**src/rtl/instruction_encoder.sv**
```systemverilog
// rtl/instruction_encoder.sv - RV64G instruction encoder with a 2-entry result FIFO.
// Optional FP encoding (FLx/FSx/R4 forms) is built when INSTRUCTION_ENCODER_FP_EN is defined.
`timescale 1ns/1ps

package rv64g_pkg;

    typedef enum logic [6:0] {
        INVALID,
        LUI, AUIPC, JAL, JALR,
        BEQ, BNE, BLT, BGE, BLTU, BGEU,
        LB, LH, LW, LD, LBU, LHU, LWU,
        SB, SH, SW, SD,
        ADDI, SLTI, SLTIU, XORI, ORI, ANDI,
        SLLI, SRLI, SRAI,
        ADD, SUB, SLL, SLT, SLTU, XOR, SRL, SRA, OR, AND,
        ADDIW, SLLIW, SRLIW, SRAIW,
        ADDW, SUBW, SLLW, SRLW, SRAW,
        FENCE, FENCE_TSO, PAUSE, ECALL, EBREAK,
        CSRRW, CSRRS, CSRRC, CSRRWI, CSRRSI, CSRRCI,
        FLH, FLW, FLD, FSH, FSW, FSD,
        FMADD_S, FMSUB_S, FNMSUB_S, FNMADD_S,
        FMADD_D, FMSUB_D, FNMSUB_D, FNMADD_D,
        FMADD_H, FMSUB_H, FNMSUB_H, FNMADD_H
    } funct_t;

    typedef struct packed {
        funct_t      funct;
        logic [4:0]  rd;
        logic [4:0]  rs1;
        logic [4:0]  rs2;
        logic [63:0] imm;
        logic [11:0] csr;
        logic [2:0]  rm;
    } decoded_instr_t;

endpackage

module instruction_encoder
    import rv64g_pkg::*;
(
    input  logic           clk_i,
    input  logic           arst_i,
    input  decoded_instr_t cmd_i,
    input  logic           cmd_valid_i,
    output logic           cmd_ready_o,
    output logic [31:0]    code_o,
    output logic           illegal_o,
    output logic           code_valid_o,
    input  logic           code_ready_i,
    output logic [7:0]     illegal_count_o
);

    localparam logic [6:0] OP_LUI     = 7'b0110111;
    localparam logic [6:0] OP_AUIPC   = 7'b0010111;
    localparam logic [6:0] OP_JAL     = 7'b1101111;
    localparam logic [6:0] OP_JALR    = 7'b1100111;
    localparam logic [6:0] OP_BRANCH  = 7'b1100011;
    localparam logic [6:0] OP_LOAD    = 7'b0000011;
    localparam logic [6:0] OP_STORE   = 7'b0100011;
    localparam logic [6:0] OP_IMM     = 7'b0010011;
    localparam logic [6:0] OP_IMM32   = 7'b0011011;
    localparam logic [6:0] OP_REG     = 7'b0110011;
    localparam logic [6:0] OP_REG32   = 7'b0111011;
    localparam logic [6:0] OP_SYSTEM  = 7'b1110011;

    localparam logic [3:0] FMT_ILL    = 4'd0;
    localparam logic [3:0] FMT_R      = 4'd1;
    localparam logic [3:0] FMT_I      = 4'd2;
    localparam logic [3:0] FMT_SH6    = 4'd3;
    localparam logic [3:0] FMT_SH5    = 4'd4;
    localparam logic [3:0] FMT_S      = 4'd5;
    localparam logic [3:0] FMT_B      = 4'd6;
    localparam logic [3:0] FMT_J      = 4'd7;
    localparam logic [3:0] FMT_U      = 4'd8;
    localparam logic [3:0] FMT_CSR    = 4'd9;
    localparam logic [3:0] FMT_CSRI   = 4'd10;
    localparam logic [3:0] FMT_FIXED  = 4'd11;

`ifdef INSTRUCTION_ENCODER_FP_EN
    localparam logic [6:0] OP_LOAD_FP  = 7'b0000111;
    localparam logic [6:0] OP_STORE_FP = 7'b0100111;
    localparam logic [6:0] OP_FMADD    = 7'b1000011;
    localparam logic [6:0] OP_FMSUB    = 7'b1000111;
    localparam logic [6:0] OP_FNMSUB   = 7'b1001011;
    localparam logic [6:0] OP_FNMADD   = 7'b1001111;
    localparam logic [3:0] FMT_R4      = 4'd12;
`endif

    logic [3:0]  fmt;
    logic [6:0]  opc;
    logic [2:0]  f3;
    logic [6:0]  f7;
    logic [31:0] fixed_word;
    logic [1:0]  fp_fmt;
    logic        fits12;
    logic        fits13;
    logic        fits21;
    logic [31:0] enc_code;
    logic        enc_ill;

    // An immediate is representable when every bit above the field matches its sign bit.
    assign fits12 = (&cmd_i.imm[63:11]) | ~(|cmd_i.imm[63:11]);
    assign fits13 = (&cmd_i.imm[63:12]) | ~(|cmd_i.imm[63:12]);
    assign fits21 = (&cmd_i.imm[63:20]) | ~(|cmd_i.imm[63:20]);

    always_comb begin
        fmt        = FMT_ILL;
        opc        = 7'b0;
        f3         = 3'b000;
        f7         = 7'b0;
        fixed_word = 32'h0;
        fp_fmt     = 2'b00;
        case (cmd_i.funct)
            LUI:       begin fmt = FMT_U; opc = OP_LUI; end
            AUIPC:     begin fmt = FMT_U; opc = OP_AUIPC; end
            JAL:       begin fmt = FMT_J; opc = OP_JAL; end
            JALR:      begin fmt = FMT_I; opc = OP_JALR; end
            BEQ:       begin fmt = FMT_B; opc = OP_BRANCH; f3 = 3'b000; end
            BNE:       begin fmt = FMT_B; opc = OP_BRANCH; f3 = 3'b001; end
            BLT:       begin fmt = FMT_B; opc = OP_BRANCH; f3 = 3'b100; end
            BGE:       begin fmt = FMT_B; opc = OP_BRANCH; f3 = 3'b101; end
            BLTU:      begin fmt = FMT_B; opc = OP_BRANCH; f3 = 3'b110; end
            BGEU:      begin fmt = FMT_B; opc = OP_BRANCH; f3 = 3'b111; end
            LB:        begin fmt = FMT_I; opc = OP_LOAD; f3 = 3'b000; end
            LH:        begin fmt = FMT_I; opc = OP_LOAD; f3 = 3'b001; end
            LW:        begin fmt = FMT_I; opc = OP_LOAD; f3 = 3'b010; end
            LD:        begin fmt = FMT_I; opc = OP_LOAD; f3 = 3'b011; end
            LBU:       begin fmt = FMT_I; opc = OP_LOAD; f3 = 3'b100; end
            LHU:       begin fmt = FMT_I; opc = OP_LOAD; f3 = 3'b101; end
            LWU:       begin fmt = FMT_I; opc = OP_LOAD; f3 = 3'b110; end
            SB:        begin fmt = FMT_S; opc = OP_STORE; f3 = 3'b000; end
            SH:        begin fmt = FMT_S; opc = OP_STORE; f3 = 3'b001; end
            SW:        begin fmt = FMT_S; opc = OP_STORE; f3 = 3'b010; end
            SD:        begin fmt = FMT_S; opc = OP_STORE; f3 = 3'b011; end
            ADDI:      begin fmt = FMT_I; opc = OP_IMM; f3 = 3'b000; end
            SLTI:      begin fmt = FMT_I; opc = OP_IMM; f3 = 3'b010; end
            SLTIU:     begin fmt = FMT_I; opc = OP_IMM; f3 = 3'b011; end
            XORI:      begin fmt = FMT_I; opc = OP_IMM; f3 = 3'b100; end
            ORI:       begin fmt = FMT_I; opc = OP_IMM; f3 = 3'b110; end
            ANDI:      begin fmt = FMT_I; opc = OP_IMM; f3 = 3'b111; end
            SLLI:      begin fmt = FMT_SH6; opc = OP_IMM; f3 = 3'b001; end
            SRLI:      begin fmt = FMT_SH6; opc = OP_IMM; f3 = 3'b101; end
            SRAI:      begin fmt = FMT_SH6; opc = OP_IMM; f3 = 3'b101; f7 = 7'b0100000; end
            ADD:       begin fmt = FMT_R; opc = OP_REG; f3 = 3'b000; end
            SUB:       begin fmt = FMT_R; opc = OP_REG; f3 = 3'b000; f7 = 7'b0100000; end
            SLL:       begin fmt = FMT_R; opc = OP_REG; f3 = 3'b001; end
            SLT:       begin fmt = FMT_R; opc = OP_REG; f3 = 3'b010; end
            SLTU:      begin fmt = FMT_R; opc = OP_REG; f3 = 3'b011; end
            XOR:       begin fmt = FMT_R; opc = OP_REG; f3 = 3'b100; end
            SRL:       begin fmt = FMT_R; opc = OP_REG; f3 = 3'b101; end
            SRA:       begin fmt = FMT_R; opc = OP_REG; f3 = 3'b101; f7 = 7'b0100000; end
            OR:        begin fmt = FMT_R; opc = OP_REG; f3 = 3'b110; end
            AND:       begin fmt = FMT_R; opc = OP_REG; f3 = 3'b111; end
            ADDIW:     begin fmt = FMT_I; opc = OP_IMM32; f3 = 3'b000; end
            SLLIW:     begin fmt = FMT_SH5; opc = OP_IMM32; f3 = 3'b001; end
            SRLIW:     begin fmt = FMT_SH5; opc = OP_IMM32; f3 = 3'b101; end
            SRAIW:     begin fmt = FMT_SH5; opc = OP_IMM32; f3 = 3'b101; f7 = 7'b0100000; end
            ADDW:      begin fmt = FMT_R; opc = OP_REG32; f3 = 3'b000; end
            SUBW:      begin fmt = FMT_R; opc = OP_REG32; f3 = 3'b000; f7 = 7'b0100000; end
            SLLW:      begin fmt = FMT_R; opc = OP_REG32; f3 = 3'b001; end
            SRLW:      begin fmt = FMT_R; opc = OP_REG32; f3 = 3'b101; end
            SRAW:      begin fmt = FMT_R; opc = OP_REG32; f3 = 3'b101; f7 = 7'b0100000; end
            FENCE:     begin fmt = FMT_FIXED; fixed_word = 32'h0FF0000F; end
            FENCE_TSO: begin fmt = FMT_FIXED; fixed_word = 32'h8330000F; end
            PAUSE:     begin fmt = FMT_FIXED; fixed_word = 32'h0100000F; end
            ECALL:     begin fmt = FMT_FIXED; fixed_word = 32'h00000073; end
            EBREAK:    begin fmt = FMT_FIXED; fixed_word = 32'h00100073; end
            CSRRW:     begin fmt = FMT_CSR; opc = OP_SYSTEM; f3 = 3'b001; end
            CSRRS:     begin fmt = FMT_CSR; opc = OP_SYSTEM; f3 = 3'b010; end
            CSRRC:     begin fmt = FMT_CSR; opc = OP_SYSTEM; f3 = 3'b011; end
            CSRRWI:    begin fmt = FMT_CSRI; opc = OP_SYSTEM; f3 = 3'b101; end
            CSRRSI:    begin fmt = FMT_CSRI; opc = OP_SYSTEM; f3 = 3'b110; end
            CSRRCI:    begin fmt = FMT_CSRI; opc = OP_SYSTEM; f3 = 3'b111; end
`ifdef INSTRUCTION_ENCODER_FP_EN
            FLH:       begin fmt = FMT_I; opc = OP_LOAD_FP; f3 = 3'b001; end
            FLW:       begin fmt = FMT_I; opc = OP_LOAD_FP; f3 = 3'b010; end
            FLD:       begin fmt = FMT_I; opc = OP_LOAD_FP; f3 = 3'b011; end
            FSH:       begin fmt = FMT_S; opc = OP_STORE_FP; f3 = 3'b001; end
            FSW:       begin fmt = FMT_S; opc = OP_STORE_FP; f3 = 3'b010; end
            FSD:       begin fmt = FMT_S; opc = OP_STORE_FP; f3 = 3'b011; end
            FMADD_S:   begin fmt = FMT_R4; opc = OP_FMADD;  fp_fmt = 2'b00; end
            FMSUB_S:   begin fmt = FMT_R4; opc = OP_FMSUB;  fp_fmt = 2'b00; end
            FNMSUB_S:  begin fmt = FMT_R4; opc = OP_FNMSUB; fp_fmt = 2'b00; end
            FNMADD_S:  begin fmt = FMT_R4; opc = OP_FNMADD; fp_fmt = 2'b00; end
            FMADD_D:   begin fmt = FMT_R4; opc = OP_FMADD;  fp_fmt = 2'b01; end
            FMSUB_D:   begin fmt = FMT_R4; opc = OP_FMSUB;  fp_fmt = 2'b01; end
            FNMSUB_D:  begin fmt = FMT_R4; opc = OP_FNMSUB; fp_fmt = 2'b01; end
            FNMADD_D:  begin fmt = FMT_R4; opc = OP_FNMADD; fp_fmt = 2'b01; end
            FMADD_H:   begin fmt = FMT_R4; opc = OP_FMADD;  fp_fmt = 2'b10; end
            FMSUB_H:   begin fmt = FMT_R4; opc = OP_FMSUB;  fp_fmt = 2'b10; end
            FNMSUB_H:  begin fmt = FMT_R4; opc = OP_FNMSUB; fp_fmt = 2'b10; end
            FNMADD_H:  begin fmt = FMT_R4; opc = OP_FNMADD; fp_fmt = 2'b10; end
`endif
            default:   fmt = FMT_ILL;
        endcase
    end

`ifndef INSTRUCTION_ENCODER_FP_EN
    logic unused_fp;
    assign unused_fp = ^{cmd_i.rm, fp_fmt};
`endif

    always_comb begin
        enc_code = 32'h0;
        enc_ill  = 1'b0;
        case (fmt)
            FMT_R: enc_code = {f7, cmd_i.rs2, cmd_i.rs1, f3, cmd_i.rd, opc};
            FMT_I: begin
                enc_code = {cmd_i.imm[11:0], cmd_i.rs1, f3, cmd_i.rd, opc};
                enc_ill  = !fits12;
            end
            FMT_SH6: begin
                enc_code = {f7[6:1], cmd_i.imm[5:0], cmd_i.rs1, f3, cmd_i.rd, opc};
                enc_ill  = |cmd_i.imm[63:6];
            end
            FMT_SH5: begin
                enc_code = {f7, cmd_i.imm[4:0], cmd_i.rs1, f3, cmd_i.rd, opc};
                enc_ill  = |cmd_i.imm[63:5];
            end
            FMT_S: begin
                enc_code = {cmd_i.imm[11:5], cmd_i.rs2, cmd_i.rs1, f3, cmd_i.imm[4:0], opc};
                enc_ill  = !fits12;
            end
            FMT_B: begin
                enc_code = {cmd_i.imm[12], cmd_i.imm[10:5], cmd_i.rs2, cmd_i.rs1, f3,
                            cmd_i.imm[4:1], cmd_i.imm[11], opc};
                enc_ill  = !fits13;
            end
            FMT_J: begin
                enc_code = {cmd_i.imm[20], cmd_i.imm[10:1], cmd_i.imm[11], cmd_i.imm[19:12],
                            cmd_i.rd, opc};
                enc_ill  = !fits21;
            end
            FMT_U:     enc_code = {cmd_i.imm[31:12], cmd_i.rd, opc};
            FMT_CSR:   enc_code = {cmd_i.csr, cmd_i.rs1, f3, cmd_i.rd, opc};
            FMT_CSRI:  enc_code = {cmd_i.csr, cmd_i.imm[4:0], f3, cmd_i.rd, opc};
            FMT_FIXED: enc_code = fixed_word;
`ifdef INSTRUCTION_ENCODER_FP_EN
            // rs3 travels in imm[4:0]
            FMT_R4:    enc_code = {cmd_i.imm[4:0], fp_fmt, cmd_i.rs2, cmd_i.rs1, cmd_i.rm,
                                   cmd_i.rd, opc};
`endif
            default:   enc_ill = 1'b1;
        endcase
        if (enc_ill) begin
            enc_code = 32'h0;
        end
    end

    logic [32:0] mem_q [2];
    logic [32:0] mem_d [2];
    logic [1:0]  count_q, count_d;
    logic        rd_ptr_q, rd_ptr_d;
    logic        wr_ptr_q, wr_ptr_d;
    logic [7:0]  ill_cnt_q, ill_cnt_d;
    logic        push;
    logic        pop;
    logic [32:0] head;

    assign cmd_ready_o     = (count_q != 2'd2);
    assign code_valid_o    = (count_q != 2'd0);
    assign push            = cmd_valid_i && cmd_ready_o;
    assign pop             = code_valid_o && code_ready_i;
    assign head            = mem_q[rd_ptr_q];
    assign code_o          = code_valid_o ? head[31:0] : 32'h0;
    assign illegal_o       = code_valid_o & head[32];
    assign illegal_count_o = ill_cnt_q;

    always_comb begin
        mem_d     = mem_q;
        count_d   = count_q + {1'b0, push} - {1'b0, pop};
        rd_ptr_d  = rd_ptr_q ^ pop;
        wr_ptr_d  = wr_ptr_q ^ push;
        ill_cnt_d = ill_cnt_q;
        if (push) begin
            mem_d[wr_ptr_q] = {enc_ill, enc_code};
            if (enc_ill && ill_cnt_q != 8'hFF) begin
                ill_cnt_d = ill_cnt_q + 8'd1;
            end
        end
    end

    always_ff @(posedge clk_i or posedge arst_i) begin
        if (arst_i) begin
            mem_q[0]  <= '0;
            mem_q[1]  <= '0;
            count_q   <= 2'd0;
            rd_ptr_q  <= 1'b0;
            wr_ptr_q  <= 1'b0;
            ill_cnt_q <= 8'd0;
        end else begin
            mem_q[0]  <= mem_d[0];
            mem_q[1]  <= mem_d[1];
            count_q   <= count_d;
            rd_ptr_q  <= rd_ptr_d;
            wr_ptr_q  <= wr_ptr_d;
            ill_cnt_q <= ill_cnt_d;
        end
    end

endmodule
```
**config.mk**
```make
export PLATFORM = sky130hd
export DESIGN_NAME = instruction_encoder
export DESIGN_NICKNAME = d
export VERILOG_FILES = /design/src/rtl/instruction_encoder.sv
export SDC_FILE = /design/constraint.sdc
export NUM_CORES = 1
export LEC_CHECK = 0
export BUFFER_PORTS_ARGS = -buffer_cell sky130_fd_sc_hd__buf_2
export CAP_MARGIN = 15
export CORE_MARGIN = 2
export CORE_UTILIZATION = 58
export DETAILED_ROUTE_END_ITERATION = 6
export GPL_ROUTABILITY_DRIVEN = 0
export PLACE_DENSITY = 0.86
export SYNTH_ARGS = -nofsm -noshare
export SYNTH_HDL_FRONTEND = slang
export SYNTH_SLANG_ARGS = --single-unit
export TNS_END_PERCENT = 10
```
**constraint.sdc**
```tcl
create_clock -name clk_i -period 4.3 [get_ports clk_i]
set_clock_uncertainty 0.1 [all_clocks]
set_input_delay 0.215 -clock clk_i [delete_from_list [all_inputs] [get_ports clk_i]]
set_output_delay 0.215 -clock clk_i [all_outputs]
set_load 0.01 [all_outputs]
```
Word-level counts from Yosys, hierarchy flattened
Cells that the tools add are included.
{"block": "op_classes", "n_addsub": 3, "magnitude_cmp": 3, "n_eq_ne": 73, "n_mux": 15, "bitwise_logic": 11, "n_reduce_logical": 43}
{"operator": "$pmux W32 S11", "n": 1}
{"operator": "$eq A7 B6 Y1 const B", "n": 29}
{"operator": "$pmux W32 S5", "n": 1}
{"operator": "$mux W33", "n": 4}
{"operator": "$eq A7 B5 Y1 const B", "n": 16}
{"operator": "$pmux W7 S12", "n": 1}
{"operator": "$bwmux W66", "n": 1}
{"operator": "$mux W32", "n": 2}
{"operator": "$reduce_or A59 Y1", "n": 1}
{"operator": "$reduce_or A58 Y1", "n": 1}
{"operator": "$eq A7 B4 Y1 const B", "n": 8}
{"operator": "$reduce_and A53 Y1", "n": 1}
{"operator": "$reduce_or A53 Y1", "n": 1}
{"operator": "$reduce_and A52 Y1", "n": 1}
{"operator": "$reduce_or A52 Y1", "n": 1}
{"operator": "$pmux W4 S11", "n": 1}
{"operator": "$reduce_and A44 Y1", "n": 1}
{"operator": "$reduce_or A44 Y1", "n": 1}
{"operator": "$demux W33 S1", "n": 1}
{"operator": "$reduce_or A15 Y1", "n": 2}
{"operator": "$reduce_or A5 Y1", "n": 6}
{"operator": "$eq A7 B3 Y1 const B", "n": 4}
{"operator": "$pmux W3 S7", "n": 1}
{"operator": "$reduce_or A6 Y1", "n": 3}
{"operator": "32 further kinds", "n": 59}
{"block": "word_totals", "reg_bits": 78, "out_inout_bits": 43}

Longest topological paths before layout
Gate-level depths: netlist of the first run.
{"block": "logic_depth", "word_depth": 8, "depth_mapped": 13, "ltp_nobuf": 8}

Least setup slack after synthesis of the first run
OpenSTA, ideal clock, no wires.
{"block": "synth_timing", "path_type": "input -> register", "start": "in cmd_i[98] in the netlist's numbering", "end": "reg ill_cnt_q[7] (netlist: illegal_count_o[7])", "setup_time_ns": 0.125, "arrival_time_ns": 2.497, "required_ns": 4.075, "slack_ns": 1.579, "stages": 11, "path_buffers": 3, "path_cell_list": "buf_2 -> buf_1 -> xor2_1 -> o2bb2ai_1 -> a32o_1 -> or3b_2 -> o22ai_1 -> a211oi_2 -> buf_4 -> nor3_1 -> mux2_2"}
{"block": "synth_via", "elab_chain_cells": 8, "word_cells_on_any_way": 87, "classes_between": "71 x eq/ne; 2 x mux; 14 x reduce/logical"}
{"element": "start: declaration", "line": "43", "source": "input decoded_instr_t cmd_i,"}
{"element": "$eq A7 B6 Y1, or another cell as far along", "line": "113", "source": "case (cmd_i.funct)"}
{"element": "$reduce_or A15 Y1 (no source line), or another cell as far along"}
{"element": "$pmux W4 S11 *", "line": "113"}
{"element": "$eq A4 B4 Y1, or another cell as far along", "line": "206", "source": "case (fmt)"}
{"element": "$reduce_or A5 Y1 (no source line) or $reduce_or A2 Y1 (tied branches)"}
{"element": "$pmux W1 S6 *", "line": "206"}
{"element": "$logic_and A1 B1 Y1 *", "line": "277", "source": "if (enc_ill && ill_cnt_q != 8'hFF) begin"}
{"element": "$reduce_and A2 Y1 (no source line) *"}
{"element": "end signal: assignment", "line": "297", "source": "ill_cnt_q <= ill_cnt_d;"}
{"element": "end: declaration", "line": "255", "source": "logic [7:0] ill_cnt_q, ill_cnt_d;"}
Every way passes the cells marked *; elsewhere a longest branch is shown, timed or not.
A chain may end at the register's enable or synchronous reset.

Worst setup path after layout of the first run
{"block": "layout_timing", "start": "in cmd_i[96] in the netlist's numbering", "end": "reg mem_q[57] in the netlist's numbering"}
{"block": "layout_via", "elab_chain_cells": 8, "word_cells_on_any_way": 89, "classes_between": "71 x eq/ne; 6 x mux; 12 x reduce/logical"}
{"element": "$eq A7 B6 Y1, or another cell as far along", "line": "113"}
{"element": "$reduce_or A15 Y1 (no source line), or another cell as far along"}
{"element": "$pmux W4 S11", "line": "113"}
{"element": "$eq A4 B4 Y1, or another cell as far along", "line": "206"}
{"element": "$reduce_or A5 Y1 (no source line) or $reduce_or A2 Y1 (tied branches)"}
{"element": "$pmux W1 S6", "line": "206"}
{"element": "$mux W32 *", "line": "245", "source": "if (enc_ill) begin"}
{"element": "$bwmux W66 *", "line": "276", "source": "mem_d[wr_ptr_q] = {enc_ill, enc_code};"}
{"element": "end: declaration", "line": "250", "source": "logic [32:0] mem_q [2];"}
Marks and branches as above.

==> results of run 1 <==
## path summary, 6_finish.rpt
check / from / endpoint / slack, ns / cells past startpoint
setup reg to reg: count_q[0]$_DFF_PP0_ / mem_q[57]$_DFFE_PP0P_ / 2.16 / 6
hold / removal: cmd_i[88] / mem_q[19]$_DFFE_PP0P_ / 0.07 / 3
max in group asynchronous: arst_i / mem_q[3]$_DFFE_PP0P_ / 2.63 / 4
hold reg to reg: mem_q[65]$_DFFE_PP0P_ / mem_q[65]$_DFFE_PP0P_ / 0.39 / 1
setup / recovery: cmd_i[96] / mem_q[57]$_DFFE_PP0P_ / 1.04 / 10
min in group asynchronous: arst_i / mem_q[54]$_DFFE_PP0P_ / 0.49 / 3
## area by class of cell
type	instances	area, um^2
Clock buffer	10	128
Clock inverter	6	63.8
Fill cell	792	3100
Inverter	43	161
Multi-Input combinational cell	491	3380
Sequential cell	76	1900
Tap cell	133	166
Timing Repair Buffer	152	783
## registers in the layout, indices dropped and copies added, names as in the netlist
name and flops:
mem_q 64, count_q 2, rd_ptr_q 1, illegal_count_o 8, wr_ptr_q 1
## Yosys cell counts, drive strengths merged (3+ instances only)
| cell | instances |
|---|---|
| mux2i | 37 |
| mux2 | 29 |
| a22o | 5 |
| inv | 42 |
| nor2 | 59 |
| a221o | 4 |
| nand2b | 14 |
| xor2 | 10 |
| a2111oi | 3 |
| nand4 | 19 |
| clkbuf | 29 |
| dfrtp | 76 |
| nor3 | 23 |
| buf | 27 |
| a21oi | 14 |
| nand3b | 4 |
| and2 | 5 |
| a31o | 6 |
| o22ai | 24 |
| and3 | 4 |
| a31oi | 7 |
| a22oi | 9 |
| nor3b | 6 |
| o31ai | 4 |
| or3b | 3 |
| nor2b | 16 |
| a32o | 5 |
| nand2 | 39 |
| ha | 5 |
| o211ai | 5 |
| nand3 | 17 |
| o21ai | 28 |
| a21boi | 10 |
| a2bb2oi | 3 |
| a222oi | 8 |
| nor4 | 19 |
| or2 | 5 |
| o2bb2ai | 3 |
| a221oi | 12 |
## metal layers
metal  up-vias  share of wire (%)
li1       2678                  -
met1      2840                 39
met2       459                 47
met3        86                9.8
met4         0                4.7
met5         -                  0
## power by group through the flow
stage	registers, mW	clock network, mW	logic (mW)
floorplan	1.03	0	0.860
global placement	1.11	0	1.10
detailed placement	1.13	0	1.14
CTS	1.12	0.556	1.15
global route	1.15	0.581	1.27
finish	1.12	0.548	1.16
## logic make-up after synthesis
| group | after synthesis | synth area share [%] |
|---|---|---|
| AND/OR/NAND/NOR | 244 | 22.8 |
| AO/OA/AOI/OAI | 164 | 21.0 |
| buffers and inverters | 99 | 7.85 |
| flip-flops | 76 | 33.3 |
| multiplexers | 66 | 12.2 |
| XOR/XNOR | 12 | 1.84 |
| adder cells (fa/ha/maj) | 5 | 1.09 |
## metrics by stage
stage                     std cells  worst slack [ns]
final                           911              1.04
after global routing            911             0.737
after CTS                       911              1.20
after detailed placement        894             0.821
after global placement          894             0.941
after floorplan                 666              1.58
## repair_timing
action,CTS,global route
hold buffers,1,0
resized for setup,0,0
hold endpoints to repair,41,0
## cell usage in the layout (no fill, tap or decap), types with 5 or more instances in the layout
cell type	n
a22o_1	5
nor3_1	23
mux2i_1	37
a31oi_1	6
nand4_1	19
xor2_1	10
inv_1	41
a31o_2	5
buf_2	144
nor2b_1	16
nand2b_1	13
nand3_1	17
nor4_1	19
o21ai_0	28
a32o_1	5
nand2_1	37
ha_1	5
a221oi_1	12
nor2_1	57
mux2_2	28
a22oi_1	9
and2_1	5
buf_4	7
a21oi_1	14
a222oi_1	8
dfrtp_1	75
nor3b_1	6
a21boi_1	9
o22ai_1	24
clkbuf_8	9
## worst min-delay path, stage by stage
cell	delay, ns
buf_2	0.08
a222oi_1	0.07
o22ai_1	0.11
==> metrics.txt, run 1 <==
Die X 103 um; DRT iter0 DRCs roughly 1000; Clock transition at path regs about 0.090 ns; hpwl dp between 10000 and 15000 um; Synth area leaders dfrtp_1 (33%), mux2i_1 (6.5%), mux2_2 (5.5%), nor2_1 (3.8%), inv_1 (2.8%); sequential share of the synthesized area 33.3%; Leak 3.05 nW; Top delay family on crit path simple AND/OR/NAND/NOR gates; Setup Fix Bufs, Post-CTS 0; worst min path class primary input to flop; post-layout net count between 800 and 900; Pint roughly 1.7 mW; dominant cell type by area after synthesis dfrtp_1; Mapped Avg Cell Area ~8.6 um^2; Final Max Tran Viols 0; syn_nets about 780; vias per cell approximately 6.7; Worst Path Max Fanout 44; wire per inst roughly 20 um; worst path cell trace buf_2 > nand3_1 > o21ai_0 > nor4b_1 > nor3b_1 > a21o_1 > a211oi_4 > buf_4 > a21boi_1 > mux2_2; crit end category flop; die height ~100 um; first-pass GRT wire length 27600 um; Fin Hold WS between 0.07 and 0.08 ns; Top FF cell, synth dfrtp_1; post-synth cell types 74; Final Cell Area around 6600 um^2; peak supply drop just under 0.4 mV; Clk pwr share 19.3%; combinational share of power between 40% and 50%; Routed WL around 18000 um; Sink Count 76; Critical Path RT 4.49 ns; crit path max-delay cell type nor4b_1; MaxCap Viol Count 0; Buf/Inv on CP 2; Crit Path Class primary input to flop; GRT overflow 0; num ports approximately 150; Yosys top cell area share approximately a third; overall routing resource usage between 30% and 40%; final worst path period share 75.8%; Pwr Density between 400 and 500 nW/um^2; setup violators final 0; Worst Path Arrival ~3.5 ns; CTS H-Tree Depth 3; sequential group share of total power slightly below 40%; RSZ-0062 raised after global routing no; CTS Buf Count 9; Core ar. a little under 10000 um^2; M2 GR Usage a little over half; fin util 68.0%; number of antenna violations at the first check in global routing 0; post-layout min period 3.26 ns; failing checks design-rule violations; Power, Total around 2.8 mW; Port-buffer cells between 100 and 150; Area growth, synth to finish 15.1%; Pre-Repair DR Iteration Count 7; floorplan row count 36; later-pin clock latency in the skew report between 0.3 and 0.4 ns; DP Area between 6000 and 7000 um^2; worst slew pin tran 1.05 ns; Worst path max stage delay a little under 0.7 ns; clock buffer depth 2; CTS tree built; vias in the first global route between 5000 and 6000; Cells after Synth ~670; clk root buf clkbuf_8; met3 Use GR roughly 7.3%; Slew headroom between 20 and 30%; vias 6063; Initial Utilization 59.1%; busiest grt layer met2; mapped cell area between 5000 and 6000 um^2; largest net degree at the start of global routing 45; final setup TNS 0 ns; Fin. Hold Viols 0; Switching Fraction 40.4%; met1 Usage GRT about 45%; Residual DRC 14; antenna-violating nets left 0; antenna cells 0; layout cells sized above 1 between 20% and 30%; Synth async-reset ratio 100%; Yosys Warn Count 0; Startpoint Class primary input; status complete, but fails checks; #FFs+latches synth 76; Psw between 1 and 1.5 mW; Post-synth EDFFs 0; die footprint between 10000 and 15000 um^2; Highest Clock Rate about 0.31 GHz
No activity file was read; power rests on OpenSTA's default activity.
==> run 2, diff against run 1 <==
Settings changed: CORE_UTILIZATION 58 to 49, PLACE_DENSITY 0.86 to 0.78.
Clock period 4.3 ns to 2.8 ns, I/O delays scaled along.
==> run 2 against run 1 <==
Highest routed layer is now met5; the run still ends with design-rule violations left; count of clock-buffer cells in the layout rose by 1; die area rose by 18%; register-to-register slack got worse by 1.4 ns; global-route usage fell by 3.9 points; combinational power rose by 74%.
==> metrics.txt, run 2 (synthesis results as in run 1) <==
status complete, but fails checks; failing checks design-rule violations; flip-flop count of the largest register after layout 64; Core ar. between 10000 and 15000 um^2; MaxCap Viol Count 0; Leak between 3 and 4 nW; overall routing resource usage 29.8%; DRT iter0 DRCs between 700 and 800; Fin. Hold Viols 0; antenna-violating nets left 0; final worst path period share 93.9%; number of antenna violations at the first check in global routing 1; CTS H-Tree Depth 3; die footprint 12600 um^2; Filler Cells Inserted 961; Final Max Tran Viols 0; Routed WL 19000 um; crit end category flop; vias in the first global route 6013; Port-buffer cells between 100 and 150; worst slew pin tran 0.914 ns; Top reg by flops mem_q; later-pin clock latency in the skew report approximately 0.33 ns; Worst Path Arrival approximately 2.8 ns; worst min path class primary input to flop; Fin Hold WS 0.0273 ns; Residual DRC 2; Die X about 110 um; Startpoint Class primary input; Slew headroom 38.5%; Clock transition at path regs ~0.060 ns; most common cell after layout, fill and taps aside buf_2; FF-to-FF path depth 6; die height roughly 110 um; Area growth, synth to finish 27.6%; Power, Total about 4.8 mW; Highest Clock Rate 0.380 GHz; largest net degree at the start of global routing between 40 and 50; RSZ-0062 raised after global routing no; peak supply drop 0.684 mV; antenna cells 0; hpwl dp 14600 um; Hold Path Cell Cnt 3; Pre-Repair DR Iteration Count 7; Pwr Density 656 nW/um^2; vias between 6000 and 7000; clk root buf clkbuf_16; CTS tree built; layout cells sized above 1 about 34%; floorplan row count 39; vias per cell between 6 and 7; CTS Buf Count 9; num ports ~150; post-layout min period 2.63 ns; Worst Path Max Fanout 13; Critical Path RT between 2 and 3 ns; GRT overflow 0; Crit Path Class primary input to flop; wire per inst 19.1 um; first-pass GRT wire length roughly 30000 um; clock buffer depth 2; setup violators final 0; Initial Utilization between 50 and 60%; post-layout net count about 950; Sink Count between 70 and 80; most frequent cells in the layout buf_2 (144), dfrtp_1 (75), buf_4 (72), nor2_1 (57), inv_1 (41)
[run 2: cell count changes in the layout (fill, tap and decap cells not counted), moves of 5 or more]
cell       before  now
clkbuf_16       0    9
buf_4           7   72
clkbuf_8        9    0
buf_12          0    5
[run 2: routing by layer]
metal | routed length (um) | GRT usage [%] | up-vias
li1 | - | - | 2823
met1 | 7490 | 38.9 | 2962
met2 | 9130 | 51.4 | 403
met3 | 1740 | 4.91 | 63
met4 | 602 | 8.78 | 2
met5 | 11 | 0 | -
[run 2: per-stage QoR]
step	worst slack [ns]	TNS (ns)	instance area (um^2)	cells	util [%]
3_3_place_gp	0.0182	0	6990	975	61.2
4_1_cts	0.160	0	7290	992	63.9
5_1_grt	0.00640	0	7300	992	63.9
2_1_floorplan	0.154	0	5720	666	-
3_5_place_dp	-0.164	-4.31	6990	975	61.2
6_report	0.170	0	7300	992	63.9
[run 2: final timing paths]
check | startpoint | end | slack, ns
worst min-delay path | cmd_i[88] | mem_q[19]$_DFFE_PP0P_ | 0.03
min in group asynchronous | arst_i | mem_q[62]$_DFFE_PP0P_ | 0.41
worst min register to register | illegal_count_o[4]$_DFFE_PP0P_ | illegal_count_o[4]$_DFFE_PP0P_ | 0.38
max in group asynchronous | arst_i | mem_q[17]$_DFFE_PP0P_ | 1.42
worst max register to register | count_q[0]$_DFF_PP0_ | mem_q[31]$_DFFE_PP0P_ | 0.73
worst max-delay path | cmd_i[31] | mem_q[54]$_DFFE_PP0P_ | 0.17
[run 2: area by class of cell]
cell class	instances	area, um^2	share of cell area [%]
Tap cell	143	179	2.45
Clock inverter	5	60.1	0.823
Timing Repair Buffer	223	1380	18.9
Sequential cell	76	1900	26.1
Clock buffer	11	233	3.19
Multi-Input combinational cell	491	3380	46.3
Inverter	43	161	2.21
[run 2: power breakdown]
part           internal, mW  total, mW  leakage, nW  switching, mW
Sequential             1.41       1.63         1.02          0.222
Clock                 0.693       1.14        0.140          0.443
Combinational         0.893       2.02         2.31           1.13
Total                  2.99       4.79         3.47           1.79
[run 2: timing repair]
action,in CTS,in global routing
setup endpoints to repair,0,17
buffers inserted,0,0
hold buffers,1,0
hold endpoints to repair,36,0
gates resized for setup,0,1
[run 2: worst max-delay path, cell delays in order]
cell      delay (ns)
buf_2           0.11
nor4_1          0.50
buf_4           0.21
nand3b_1        0.09
nor4_1          0.34
a31oi_1         0.14
a31o_1          0.23
a211oi_4        0.30
buf_4           0.28
a21boi_1        0.26
mux2_2          0.19
==> run 3, diff against run 2 <==
Settings changed: CAP_MARGIN 15 to 25, CELL_PAD_IN_SITES_DETAIL_PLACEMENT set to 1, CELL_PAD_IN_SITES_GLOBAL_PLACEMENT set to 2, CORE_UTILIZATION 49 to 28, PLACE_DENSITY 0.78 to unset, PLACE_DENSITY_LB_ADDON set to 0.1.
==> run 3 against run 2 <==
The flow now finishes without violations; worst setup slack improved by 0.041 ns; register-to-register slack better by 0.06 ns; global-route usage shrank 8.0 points; combinational power about the same; routed wire length up 25%; maximum frequency rose by 1.6%; highest routed layer is now met4.
==> metrics.txt, run 3 (synthesis results as in run 1) <==
CTS H-Tree Depth 3; clock buffer depth 2; first-pass GRT wire length around 37000 um; Filler Cells Inserted between 2000 and 2500; wire per inst approximately 21 um; Top Layer Used met4; Crit Path Class primary input to flop; DP Area 7260 um^2; met2 routed WL around 11000 um; Worst Path Max Fanout 19; Core ar. between 20000 and 25000 um^2; antenna-violating nets left 0; Sink Count 76; DRT iter0 DRCs around 360; Worst Path Arrival about 2.8 ns; Port-buffer cells roughly 140; peak supply drop 0.308 mV; post-layout min period between 2 and 3 ns; GRT overflow 0; vias 6135; Pre-Repair DR Iteration Count 7; Fin. Hold Viols 0; largest net degree at the start of global routing 41; Highest Clock Rate 0.386 GHz; Slew headroom a little over two fifths; setup violators final 0; post-layout net count 969; Final Max Tran Viols 0; num ports between 100 and 150; final worst path period share 92.4%; vias in the first global route between 6000 and 7000; Die X roughly 150 um; Routed met3 length approximately 1200 um; RR Startpoint count_q[0]$_DFF_PP0_; vias per cell ~5.4; most frequent cells in the layout buf_2 (144), buf_4 (88), dfrtp_1 (75), nor2_1 (57), inv_1 (41); CTS Buf Count 9; r2r setup slk slightly below 0.8 ns; CTS tree built; WL met1 10700 um; number of antenna violations at the first check in global routing 1; hpwl dp 18600 um; Final Cell Area ~7600 um^2; Routed WL about 24000 um; RSZ-0062 raised after global routing no; overall routing resource usage approximately 22%; status completed; most common cell after layout, fill and taps aside buf_2; Setup Fix Bufs, Post-CTS 0; floorplan row count 52; clk root buf clkbuf_16; Residual DRC 0; hold_sp code_ready_i; worst min path class primary input to flop; later-pin clock latency in the skew report about 0.34 ns; critical path launch point cmd_i[96]; Top reg by flops mem_q; Power, Total approximately 5.0 mW; Clock transition at path regs 0.07 ns; flip-flop count of the largest register after layout 64; worst slew pin tran 0.862 ns; Leak roughly 3.5 nW; Initial Utilization between 20% and 30%; Critical Path RT 2.98 ns; Pwr Density roughly 660 nW/um^2; die height approximately 150 um; MaxCap Viol Count 0; die footprint between 20000 and 25000 um^2; fin util between 30% and 40%; Startpoint Class primary input; Area growth, synth to finish 32.6%; layout cells sized above 1 a little over a third; crit end category flop
==> run 3: final cells by class <==
type	count	area, um^2	area share, %
tap	270	338	4.46
timing repair buffer	238	1490	19.7
sequential	76	1900	25.1
antenna	1	2.50	0.0330
inverter	43	161	2.13
clock inverter	7	80.1	1.06
multi-input combinational	491	3380	44.6
clock buffer	9	225	2.97
==> run 3: worst paths after layout <==
kind / end / cells past startpoint
worst min register to register: mem_q[32]$_DFFE_PP0P_ / 1
min in group asynchronous: mem_q[28]$_DFFE_PP0P_ / 3
worst max register to register: mem_q[54]$_DFFE_PP0P_ / 6
max in group asynchronous: mem_q[7]$_DFFE_PP0P_ / 4
worst min-delay path: rd_ptr_q$_DFF_PP0_ / 3
worst max-delay path: mem_q[14]$_DFFE_PP0P_ / 11
==> run 3: critical path, cell delays in order <==
cell	delay [ns]
buf_2	0.31
nand3_1	0.19
o21ai_0	0.17
nor4b_1	0.43
buf_4	0.21
nor3b_1	0.06
a21o_1	0.23
a211oi_4	0.35
buf_12	0.21
a21boi_1	0.26
mux2_2	0.19
==> run 3: per-stage QoR <==
step	hold slack (ns)	worst slack [ns]	std cells	setup TNS, ns
after floorplan	0.241	0.154	666	0
after global placement	0.125	-0.131	1117	-2.57
after detailed placement	0.144	-0.180	1117	-4.26
after CTS	0.0305	0.174	1134	0
after global routing	0.0473	0.0290	1134	0
final	0.0327	0.212	1135	0
==> run 3: repair_timing <==
item	in CTS	in global routing
hold endpoints to repair	25	0
endpoints found under the setup margin	0	2
gates resized for setup	0	1
hold buffers	1	0
==> run 3: layer usage <==
| metal | GRT usage (%) | up-vias |
|---|---|---|
| li1 | - | 2863 |
| met1 | 29.2 | 3044 |
| met2 | 37.0 | 204 |
| met3 | 3.04 | 24 |
| met4 | 5.67 | 0 |
| met5 | 0 | - |
==> run 3: where the power goes <==
group	internal, mW	switching, mW
Combinational	0.910	1.13
Sequential	1.40	0.273
Clock	0.706	0.541
